**config.mk**
```make
export PLATFORM = sky130hd
export DESIGN_NAME = dl_ram_rd_control
export DESIGN_NICKNAME = d
export VERILOG_FILES = /design/src/rtl/dl_ram_rd_control.sv
export SDC_FILE = /design/constraint.sdc
export NUM_CORES = 1
export LEC_CHECK = 0
export ABC_CLOCK_PERIOD_IN_PS = 2000
export CELL_PAD_IN_SITES_DETAIL_PLACEMENT = 0
export CELL_PAD_IN_SITES_GLOBAL_PLACEMENT = 1
export CORE_MARGIN = 5
export CORE_UTILIZATION = 41
export DETAILED_ROUTE_END_ITERATION = 10
export PLACE_DENSITY = 0.87
export REMOVE_ABC_BUFFERS = 1
export SLEW_MARGIN = 25
export SYNTH_ARGS = -nofsm -noshare
export SYNTH_HDL_FRONTEND = slang
export SYNTH_SLANG_ARGS = --single-unit
```
**constraint.sdc**
```tcl
create_clock -name clk -period 2 [get_ports clk]
set_input_delay 0.4 -clock clk [delete_from_list [all_inputs] [get_ports clk]]
set_output_delay 0.4 -clock clk [all_outputs]
set_load 0.01 [all_outputs]
```
**src/rtl/dl_ram_rd_control.sv**
```systemverilog
// Downlink RAM read controller.
// Drains one full RAM buffer (ping-pong pair RAM0/RAM1) per frame into a
// 2-entry skid buffer, hands the bytes to a ready/valid serializer with frame
// markers, then returns the buffer to the write controller with a one-cycle
// "consumed" pulse.
module dl_ram_rd_control #(
   parameter int         FRAME_LEN = 38,
   parameter logic [6:0] RAM0_BASE = 7'd0,
   parameter logic [6:0] RAM1_BASE = 7'd64
) (
   input  logic       clk,
   input  logic       nRst,
   input  logic [1:0] DlRAM_wr_state,
   input  logic [7:0] rdDlRAMData,
   output logic [6:0] rdDlRAMAddr,
   output logic       rdDlRAMEn,
   output logic [1:0] DlRAM_rd_state,
   output logic [7:0] outData,
   output logic       outValid,
   input  logic       outReady,
   output logic       frameStart,
   output logic       frameEnd,
   output logic       rdBusy
);

   // Controller states
   localparam logic [2:0] S_IDLE  = 3'd0;
   localparam logic [2:0] S_READ  = 3'd1;
   localparam logic [2:0] S_DRAIN = 3'd2;
   localparam logic [2:0] S_CLEAR = 3'd3;
   localparam logic [2:0] S_HOLD  = 3'd4;

   // Index of the last byte of a frame, in the 7-bit index domain
   localparam logic [6:0] LAST_IDX = 7'(FRAME_LEN - 1);

   logic [2:0] state;
   logic [2:0] state_nxt;

   // Selected RAM for the current frame (0 = RAM0, 1 = RAM1)
   logic       sel;
   // RAM whose buffer was most recently returned; resets to RAM1 so RAM0 wins first
   logic       last_served;
   logic       pick;

   // Read-side index (next address to strobe) and output-side index (next byte to hand over)
   logic [6:0] rd_idx;
   logic [6:0] out_idx;

   // A strobe was issued last cycle, so rdDlRAMData carries a byte this cycle
   logic       in_flight;

   // Skid storage: head in skid0, second entry in skid1
   logic [1:0] skid_cnt;
   logic [7:0] skid0;
   logic [7:0] skid1;

   logic       issue;
   logic       take;
   logic       last_byte;
   logic [6:0] base;

   // Arbitration and datapath helpers.
   // The byte returning from the RAM counts as already in the skid buffer in
   // the cycle it arrives, so the head is the stored entry if there is one,
   // otherwise the byte on rdDlRAMData.  A strobe is only allowed while fewer
   // than two bytes are committed (stored plus in flight), which bounds the
   // storage to two entries whatever the downstream does.
   always_comb begin
      pick = 1'b0;
      if (DlRAM_wr_state == 2'b11) begin
         pick = ~last_served;
      end else begin
         pick = DlRAM_wr_state[1];
      end

      base      = sel ? RAM1_BASE : RAM0_BASE;
      issue     = (state == S_READ) && ((skid_cnt + {1'b0, in_flight}) < 2'd2);
      outValid  = (skid_cnt != 2'd0) || in_flight;
      take      = outValid && outReady;
      last_byte = (out_idx == LAST_IDX);

      outData = 8'h00;
      if (skid_cnt != 2'd0) begin
         outData = skid0;
      end else if (in_flight) begin
         outData = rdDlRAMData;
      end

      rdDlRAMEn   = issue;
      rdDlRAMAddr = issue ? (base + rd_idx) : 7'd0;

      frameStart = outValid && (out_idx == 7'd0);
      frameEnd   = outValid && last_byte;

      DlRAM_rd_state = 2'b00;
      if (state == S_CLEAR) begin
         DlRAM_rd_state = sel ? 2'b10 : 2'b01;
      end

      rdBusy = (state != S_IDLE);
   end

   // Next-state logic; flag changes are only looked at in S_IDLE, so a
   // writer that drops its flag mid-frame or clears it late has no effect.
   always_comb begin
      state_nxt = state;
      case (state)
         S_IDLE: begin
            if (DlRAM_wr_state != 2'b00) begin
               state_nxt = S_READ;
            end
         end
         S_READ: begin
            if (issue && (rd_idx == LAST_IDX)) begin
               state_nxt = S_DRAIN;
            end
         end
         S_DRAIN: begin
            if (take && last_byte) begin
               state_nxt = S_CLEAR;
            end
         end
         S_CLEAR: state_nxt = S_HOLD;
         S_HOLD:  state_nxt = S_IDLE;
         default: state_nxt = S_IDLE;
      endcase
   end

   // State register
   always_ff @(posedge clk or negedge nRst) begin
      if (!nRst) begin
         state <= S_IDLE;
      end else begin
         state <= state_nxt;
      end
   end

   // Latch the chosen RAM at frame start and remember it once its buffer is returned
   always_ff @(posedge clk or negedge nRst) begin
      if (!nRst) begin
         sel         <= 1'b0;
         last_served <= 1'b1;
      end else begin
         if ((state == S_IDLE) && (DlRAM_wr_state != 2'b00)) begin
            sel <= pick;
         end
         if (state == S_CLEAR) begin
            last_served <= sel;
         end
      end
   end

   // Read index: restarts at 0 every frame, advances once per strobe
   always_ff @(posedge clk or negedge nRst) begin
      if (!nRst) begin
         rd_idx <= 7'd0;
      end else if (state == S_IDLE) begin
         rd_idx <= 7'd0;
      end else if (issue) begin
         rd_idx <= rd_idx + 7'd1;
      end
   end

   // Track whether a RAM byte is due this cycle
   always_ff @(posedge clk or negedge nRst) begin
      if (!nRst) begin
         in_flight <= 1'b0;
      end else begin
         in_flight <= issue;
      end
   end

   // Output index: position within the frame of the byte currently presented
   always_ff @(posedge clk or negedge nRst) begin
      if (!nRst) begin
         out_idx <= 7'd0;
      end else if (state == S_IDLE) begin
         out_idx <= 7'd0;
      end else if (take) begin
         out_idx <= last_byte ? 7'd0 : (out_idx + 7'd1);
      end
   end

   // Skid buffer: store the arriving byte unless it is handed straight through,
   // and shift the second entry forward when the head is accepted
   always_ff @(posedge clk or negedge nRst) begin
      if (!nRst) begin
         skid_cnt <= 2'd0;
         skid0    <= 8'h00;
         skid1    <= 8'h00;
      end else begin
         case (skid_cnt)
            2'd0: begin
               if (in_flight && !take) begin
                  skid0    <= rdDlRAMData;
                  skid_cnt <= 2'd1;
               end
            end
            2'd1: begin
               if (take && in_flight) begin
                  skid0 <= rdDlRAMData;
               end else if (take) begin
                  skid_cnt <= 2'd0;
               end else if (in_flight) begin
                  skid1    <= rdDlRAMData;
                  skid_cnt <= 2'd2;
               end
            end
            2'd2: begin
               if (take && in_flight) begin
                  skid0 <= skid1;
                  skid1 <= rdDlRAMData;
               end else if (take) begin
                  skid0    <= skid1;
                  skid_cnt <= 2'd1;
               end
            end
            default: begin
               skid_cnt <= 2'd0;
            end
         endcase
      end
   end

endmodule

```
# Word-level counts from Yosys, hierarchy flattened
# Index checks and enable logic that the tools add are counted.
[word_totals]
elab_cells = 93
regBits = 38
in_bits = 13
latch_bits = 0
rom_bits = 0
ram_bits = 0
mem_count = 0
[classes]
n_reduce_logical = 25
n_bitwise = 1
n_addsub = 4
n_eq_ne = 21
div_mod_pow = 0
order_cmp = 1
mux = 32
mul = 0
shifts = 0
[op_table]
columns = ["op", "count"]
rows = [
  ["two-way mux 8 bit", 9],
  ["two-way mux 7 bit", 7],
  ["case mux 8 bit (3 select lines)", 1],
  ["!= test 2 bit, second input constant", 10],
  ["two-way mux 2 bit", 8],
  ["case mux 8 bit (2 select lines)", 1],
  ["adder 7 x 1 -> 7 bit, second input constant", 2],
  ["== test 7 x 6 -> 1 bit, second input constant", 2],
  ["case mux 3 bit (4 select lines)", 1],
  ["AND reduction 5 bit", 2],
  ["nonzero test 2 bit", 5],
  ["logical AND 1 bit", 9],
  ["two-way mux 3 bit", 3],
  ["adder 7 bit", 1],
  ["logical NOT 7 bit", 1],
  ["== test 3 x 2 -> 1 bit, second input constant", 2],
  ["!= test 3 bit, second input constant", 2],
  ["case mux 2 bit (3 select lines)", 1],
  ["nonzero test 3 bit", 2],
  ["== test 2 bit, second input constant", 2],
  ["AND reduction 4 bit", 1],
  ["== test 3 x 1 -> 1 bit, second input constant", 1],
  ["logical NOT 3 bit", 1],
  ["AND reduction 3 bit", 1],
  ["other kinds (9)", 9],
]

# Longest topological paths before layout
# Gate-level depths: netlist (run 1).
[depth]
depth_word = 7
mapped_depth = 6

# Least setup slack after synthesis (run 1)
# Ideal clock, no wire load.
[synth_path]
kind = "register to output"
startpoint = "register skid_cnt[1]"
endpoint = "output outData[5]"
n_path_buf = 3
arrival_time_ps = 1420
t_required_ps = 1600
path_stages_with_launch = 6
slack_ps = 180
cell_sequence = "dfrtp_1 > buf_2 > or2_2 > clkbuf_1 > clkbuf_1 > o21ai_0"
[synth_between]
elab_chain_len = 2
[synth_lines]
columns = ["item", "line_no", "source"]
rows = [
  ["from (decl)", "53", "logic [1:0] skid_cnt;"],
  ["from (signal assigned)", "188", "skid_cnt <= 2'd0;"],
  ["from (signal assigned)", "196", "skid_cnt <= 2'd1;"],
  ["from (signal assigned)", "203", "skid_cnt <= 2'd0;"],
  ["nonzero test 2 bit", "83", "if (skid_cnt != 2'd0) begin"],
  ["two-way mux 8 bit", "83", ""],
  ["to (decl)", "18", "output logic [7:0] outData,"],
]
# No other way between the ends.

# Final worst setup path (run 1)
[layout_path]
startpoint = "register skid_cnt[0]"
endpoint = "output rdDlRAMAddr[4]"
[layout_between]
elab_chain_len = 4
[layout_lines]
columns = ["item", "line_no", "source"]
rows = [
  ["adder 2 x 1 -> 2 bit", "77", "issue = (state == S_READ) && ((skid_cnt + {1'b0, in_flight}) < 2'd2);"],
  ["< comparator 2 bit", "77", ""],
  ["logical AND 1 bit", "77", ""],
  ["two-way mux 7 bit", "90", "rdDlRAMAddr = issue ? (base + rd_idx) : 7'd0;"],
  ["to (decl)", "15", "output logic [6:0] rdDlRAMAddr,"],
]
# No other way between the ends.

==> flow_summary.yaml, run 1 <==
run_status:
  status: "complete, but fails checks"
  violations: "negative setup slack"
routing:
  wl_um: 4929
  drtAntennaViolNets: 0
  drc: 0
  viasPerCell: 5.054
  dr.pass1.iters: 4
  wl_per_cell_um: 13.36
  drt-initial-drc-count: 73
  num_vias: 1865
setup_path:
  cp-end-kind: "output pin"
  worstPathRequired_ps: 1600
  crit_fanout: 4
  crit_family: "buffers and inverters"
  crit_chain: "buf_4 -> a21boi_4 -> nor4_4 -> buf_12 -> buf_12 -> buf_6 -> and2_1 -> buf_2"
  slowest_delay_ps: 400
  path_common_cell: "buf_12"
  cpMaxStageDelayCell: "dfrtp_1"
  crit_type: "reg -> out"
  crit_arrival_ps: 1700
  worst-path-buf-inv: 5
  startpoint_type: "register"
finish:
  drive_gt1_share_pct: 30.43
  stdcell_count: 369
  nNetsFinal: 316
  n_antenna_cell: 0
  final_util_pct: 59.25
  final_cell_mix: "dfrtp_1 (37), buf_4 (37), nand2_1 (30), nor2_1 (24), a21oi_1 (15)"
  synthToLayoutAreaGrowth_pct: 40.61
  nFillCells: 461
sta:
  tightest_slew_ps: 488.6
  slew_viol_final: 0
  final.setup.tns_ps: -320.0
  rsz0062_at_grt: "true"
  slew_headroom_pct: 67.42
  finalHoldViolCount: 0
  finalCritPeriodShare_pct: 105.1
  post-route-min-period_ps: 2102
  max_freq_ghz: 0.4756
  fin_ws_ps: -102.5
  setup_violations: 5
  fin_skew_ps: 1.978
logic_synthesis:
  synth-seq-area-share_pct: 44.53
  syn_avg_cell_area_um2: 9.504
  synthSimpleGateAreaFrac_pct: 23.29
  yosysUniqueCellTypes: 50
  synth_xor_area_share_pct: 2.048
  synth_area_leaders: "dfrtp_1 (43%), nand2_1 (5.3%), mux2i_1 (4.7%), nor2_1 (4.4%), mux2_2 (4.2%)"
  synthArstFlopShare_pct: 100.0
  synth_area_mm2: 0.002138
  yosysWarnings: 0
  synth_top_cell_by_area: "dfrtp_1"
  synthFlopType: "dfrtp_1"
  synth-compound-area-share_pct: 14.28
  synth_top_family_by_area: "simple AND/OR/NAND/NOR gates"
  synth_mux_area_share_pct: 8.894
  syn_inst: 225
  ys_ff_latch: 38
  synth_edf_count: 0
  synth_fa_ha_area_share_pct: 2.926
  netlist.area_leader.share_pct: 43.30
clocking:
  htree_levels: 2
  root_buffer: "clkbuf_8"
  cts_tree: "built"
  path_clk_slew_ps: 70
  cts-buffers-inserted: 5
  clock_path_buffers: 2
  cts_sinks: 38
  clk_latency_ps: 290
power_and_ir_drop:
  p_leak_nw: 1.407
  pwr-share-seq_pct: 28.5
  vdd_drop_max_uv: 913.0
  internal_power_mw: 3.152
  pwr-share-comb_pct: 58.7
  p_switching_mw: 1.872
  swShare_pct: 37.26
  clock_power_share_pct: 12.8
  powerDensity_mw_per_mm2: 1671
grt:
  grt_max_degree: 39
  gr-total-overflow: 0
  grtUsageMet2_pct: 27.32
  use_met1_pct: 19.62
  grt-busiest-layer: "met2"
  grt_pass1_vias: 1900
  met3_usage_pct: 4.230
  grt_use_total_pct: 16.09
  antenna_found_initial: 0
  grt_pass1_wl_um: 8466
run:
  cap_violations: 0
die:
  core_area_mm2: 0.005075
  start_util_pct: 42.14
  die_w_um: 82.22
  die_area_mm2: 0.006759
  die_h_um: 82.22
  placementRows: 26
  io_pins: 35
min_path:
  hold_path_class: "reg -> reg"
place:
  dpl.cell_count: 346
  gp_congestion: 0.8260
  post-dp-hpwl_um: 3177
  port-buffer-count: 34
[sequential cells by signal (all words and copies together), names as in the netlist]
register / count
state: 3
skid0: 8
out_idx: 7
sel: 1
skid_cnt: 2
rd_idx: 7
in_flight: 1
last_served: 1
skid1: 8
[final timing paths]
check | startpoint | endpoint | slack [ps] | depth (start not counted)
setup / recovery | skid_cnt[0] | rdDlRAMAddr[4] | -100 | 8
setup reg to reg | skid_cnt[1] | skid1[2] | 200 | 6
max in group asynchronous | nRst | last_served | 1110 | 2
hold reg to reg | skid1[5] | skid1[5] | 510 | 1
hold / removal | skid1[5] | skid1[5] | 510 | 1
min in group asynchronous | nRst | skid1[2] | 540 | 2
[cells in the mapped netlist, types with 2 or more instances]
cell      count
clkbuf_1      4
nor2b_1       2
ha_1          5
inv_1         6
and3_1        3
nand4_1       2
xnor2_1       4
nand3_1       4
dfrtp_1      37
nand4b_1      3
a311oi_1      2
a41oi_1       2
a21oi_1      15
mux2_2        8
nor3_1        3
and2_1        8
buf_4         2
nand2_1      30
buf_2         6
nor2_1       25
o21ai_0      10
a32o_1        2
nand2b_1      5
or2_2         2
mux2i_1      10
[through the flow]
| stage | power [mW] | hold WS (ps) | setup slack [ps] | instance area [µm²] |
|---|---|---|---|---|
| floorplan | 2.785 | 104.4 | -11.56 | 2078 |
| global placement | 3.892 | 485.7 | -70.29 | 2749 |
| detailed placement | 3.948 | 493.9 | -83.26 | 2749 |
| CTS | 4.893 | 510.1 | -208.8 | 2969 |
| global route | 5.428 | 513.5 | -185.0 | 3007 |
| finish | 5.024 | 509.3 | -102.5 | 3007 |
[cell type report]
class | count | area (µm²) | area share (%)
multi-input combinational | 168 | 1140 | 37.91
sequential | 38 | 952.2 | 31.67
timing repair buffer | 78 | 694.4 | 23.10
tap | 70 | 87.58 | 2.913
clock buffer | 7 | 76.32 | 2.538
clock inverter | 1 | 30.03 | 0.9988
inverter | 7 | 26.28 | 0.8739
[per-layer routing]
| layer | vias up | routed length (µm) |
|---|---|---|
| met3 | 10 | 278 |
| met2 | 44 | 2363 |
| met1 | 877 | 2185 |
| li1 | 934 | - |
| met4 | 0 | 101 |
| met5 | - | 0 |
[cell families (layout without fill, tap and decap cells)]
group           after synthesis  after routing
xor+xnor                      5              5
buf+inv                      19             93
fa+ha+maj                     5              5
mux                          18             18
simple gates                 95             95
compound gates               45             45
flops                        38             38
[worst register-to-register path, delay by kind of cell (launching register included)]
kind / cells / cell delay, ps
multiplexers: 1 / 380
flip-flops: 1 / 410
buffers and inverters: 2 / 300
AND/OR/NAND/NOR: 2 / 310
AO/OA/AOI/OAI: 1 / 300
[power by group through the flow]
stage	Combinational [mW]	Sequential, mW	Clock (mW)
2_1_floorplan	1.35	1.43	0
3_3_place_gp	2.47	1.42	0
3_5_place_dp	2.52	1.43	0
4_1_cts	2.82	1.42	0.653
5_1_grt	3.25	1.48	0.693
6_report	2.95	1.43	0.642
[what timing repair did]
action                                  CTS  global route
setup buffers                            12             3
hold endpoints to repair                  0             0
resized for setup                        64            19
endpoints found under the setup margin   22            14
hold buffers                              0             0
pin swaps                                 2             3
No activity file was read; power rests on OpenSTA's default activity.
==> inputs of run 2 (changes only) <==
--- a/config.mk
+++ b/config.mk
@@ -8,9 +8,10 @@
 export ABC_CLOCK_PERIOD_IN_PS = 2000
 export CELL_PAD_IN_SITES_DETAIL_PLACEMENT = 0
 export CELL_PAD_IN_SITES_GLOBAL_PLACEMENT = 1
-export CORE_MARGIN = 5
+export CORE_MARGIN = 10
 export CORE_UTILIZATION = 41
 export DETAILED_ROUTE_END_ITERATION = 10
+export MAX_ROUTING_LAYER = met4
 export PLACE_DENSITY = 0.87
 export REMOVE_ABC_BUFFERS = 1
 export SLEW_MARGIN = 25
==> flow_summary.yaml, run 2 (synthesis gave the netlist of run 1 again) <==
run_status:
  status: "complete, but fails checks"
  violations: "negative setup slack"
routing:
  dr.pass1.iters: 4
  num_vias: 1893
  viasPerCell: 5.089
  wl_um: 5315
  wl_per_cell_um: 14.29
  drtAntennaViolNets: 0
  drc: 0
  drt-initial-drc-count: 107
min_path:
  min-delay-start: "skid1[0]"
  hold_path_class: "reg -> reg"
  holdPathStages: 1
die:
  core_area_mm2: 0.005075
  start_util_pct: 42.14
  die_area_mm2: 0.008504
  die_w_um: 92.22
  io_pins: 35
  placementRows: 26
  die_h_um: 92.22
setup_path:
  worstPathRequired_ps: 1600
  rr_worst_depth: 10
  crit_type: "reg -> out"
  cpMaxStageDelayCell: "dfrtp_1"
  rr_startpoint: "skid_cnt[0]"
  cp-end-kind: "output pin"
  crit_chain: "and3b_2 -> nor4_4 -> buf_12 -> buf_8 -> and2_4 -> buf_6"
  crit_arrival_ps: 1640
  slowest_delay_ps: 420
  crit_path_start: "skid_cnt[1]"
  startpoint_type: "register"
  crit_fanout: 5
finish:
  largest_registers: "skid0: 8 flops, skid1: 8 flops"
  synthToLayoutAreaGrowth_pct: 42.48
  final_cell_mix: "buf_4 (40), dfrtp_1 (37), nand2_1 (29), nor2_1 (24), a21oi_1 (15)"
  final_common_cell: "buf_4"
  drive_gt1_share_pct: 34.11
  multi_input_area_mm2: 0.001164
  stdcell_area_mm2: 0.003047
  stdcell_count: 372
  nFillCells: 458
  n_antenna_cell: 0
  nNetsFinal: 319
  final-seq-area_um2: 952.2
  final_util_pct: 60.03
power_and_ir_drop:
  total_power_mw: 5.167
  vdd_drop_max_uv: 1124
  powerDensity_mw_per_mm2: 1696
  p_leak_nw: 1.429
place:
  gp_congestion: 0.7589
  placed_area_mm2: 0.002741
  port-buffer-count: 34
  dpl.cell_count: 345
  post-dp-hpwl_um: 3444
grt:
  antenna_found_initial: 0
  grt_max_degree: 39
  grt_pass1_vias: 1880
  gr-total-overflow: 0
  grt_pass1_wl_um: 8935
  grt_use_total_pct: 12.89
sta:
  finalCritPeriodShare_pct: 102.0
  final.setup.tns_ps: -246.3
  slew_viol_final: 0
  finalHoldViolCount: 0
  rsz0062_at_grt: "true"
  post-route-min-period_ps: 2040
  setup_violations: 7
  fin_skew_ps: 5.060
  fin_ws_ps: -40.23
  tightest_slew_ps: 492.8
  max_freq_ghz: 0.4901
  slew_headroom_pct: 67.15
clocking:
  htree_levels: 2
  root_buffer: "clkbuf_8"
  clk_latency_ps: 290
  cts_sinks: 38
  cts-buffers-inserted: 5
  path_clk_slew_ps: 70
  cts_tree: "built"
  clock_path_buffers: 2
  cts_hold_buf: 0
run:
  cap_violations: 0
## run 2: critical path, delay by kind of cell, from the launching register on
| kind | cells | cell delay [ps] |
|---|---|---|
| buffers and inverters | 3 | 340 |
| flip-flops | 1 | 420 |
| AND/OR/NAND/NOR | 3 | 580 |
## run 2: final cells by class
class / instances / share of cell area (%)
clock buffer: 7 / 2.834
inverter: 7 / 0.8624
tap: 70 / 2.875
sequential: 38 / 31.25
timing repair buffer: 80 / 23.82
multi-input combinational: 169 / 38.19
clock inverter: 1 / 0.1643
## run 2: power by group
| group | switching, mW | internal, mW | total, mW |
|---|---|---|---|
| combinational | 1.36 | 1.81 | 3.18 |
| sequential | 0.310 | 1.13 | 1.44 |
| clock | 0.273 | 0.278 | 0.551 |
## run 2: worst paths after layout
kind	end	slack [ps]
min in group asynchronous	state[2]	540
max reg2reg	rd_idx[5]	90
min reg2reg	skid1[0]	520
max	rdDlRAMAddr[4]	-40
max in group asynchronous	last_served	1100
min	skid1[0]	520
## run 2: stage by stage
step	hold WS [ps]	setup WS [ps]
finish	518.9	-40.23
detailed placement	497.6	-116.8
global placement	486.3	-80.85
CTS	515.2	-236.0
floorplan	104.4	-11.56
global route	526.6	-132.3
## run 2: repair_timing
item,4_1_cts,5_1_grt
endpoints found under the setup margin,22,19
cloned,1,1
resized for setup,78,32
pin swaps,2,2
setup buffers,11,7
## run 2: layer usage
metal,vias to the layer above,GRT usage (%),wire [µm]
met5,-,-,0
met4,0,5.784,87
met3,9,3.097,223
met2,35,20.35,2633
met1,907,15.25,2370
li1,942,-,-
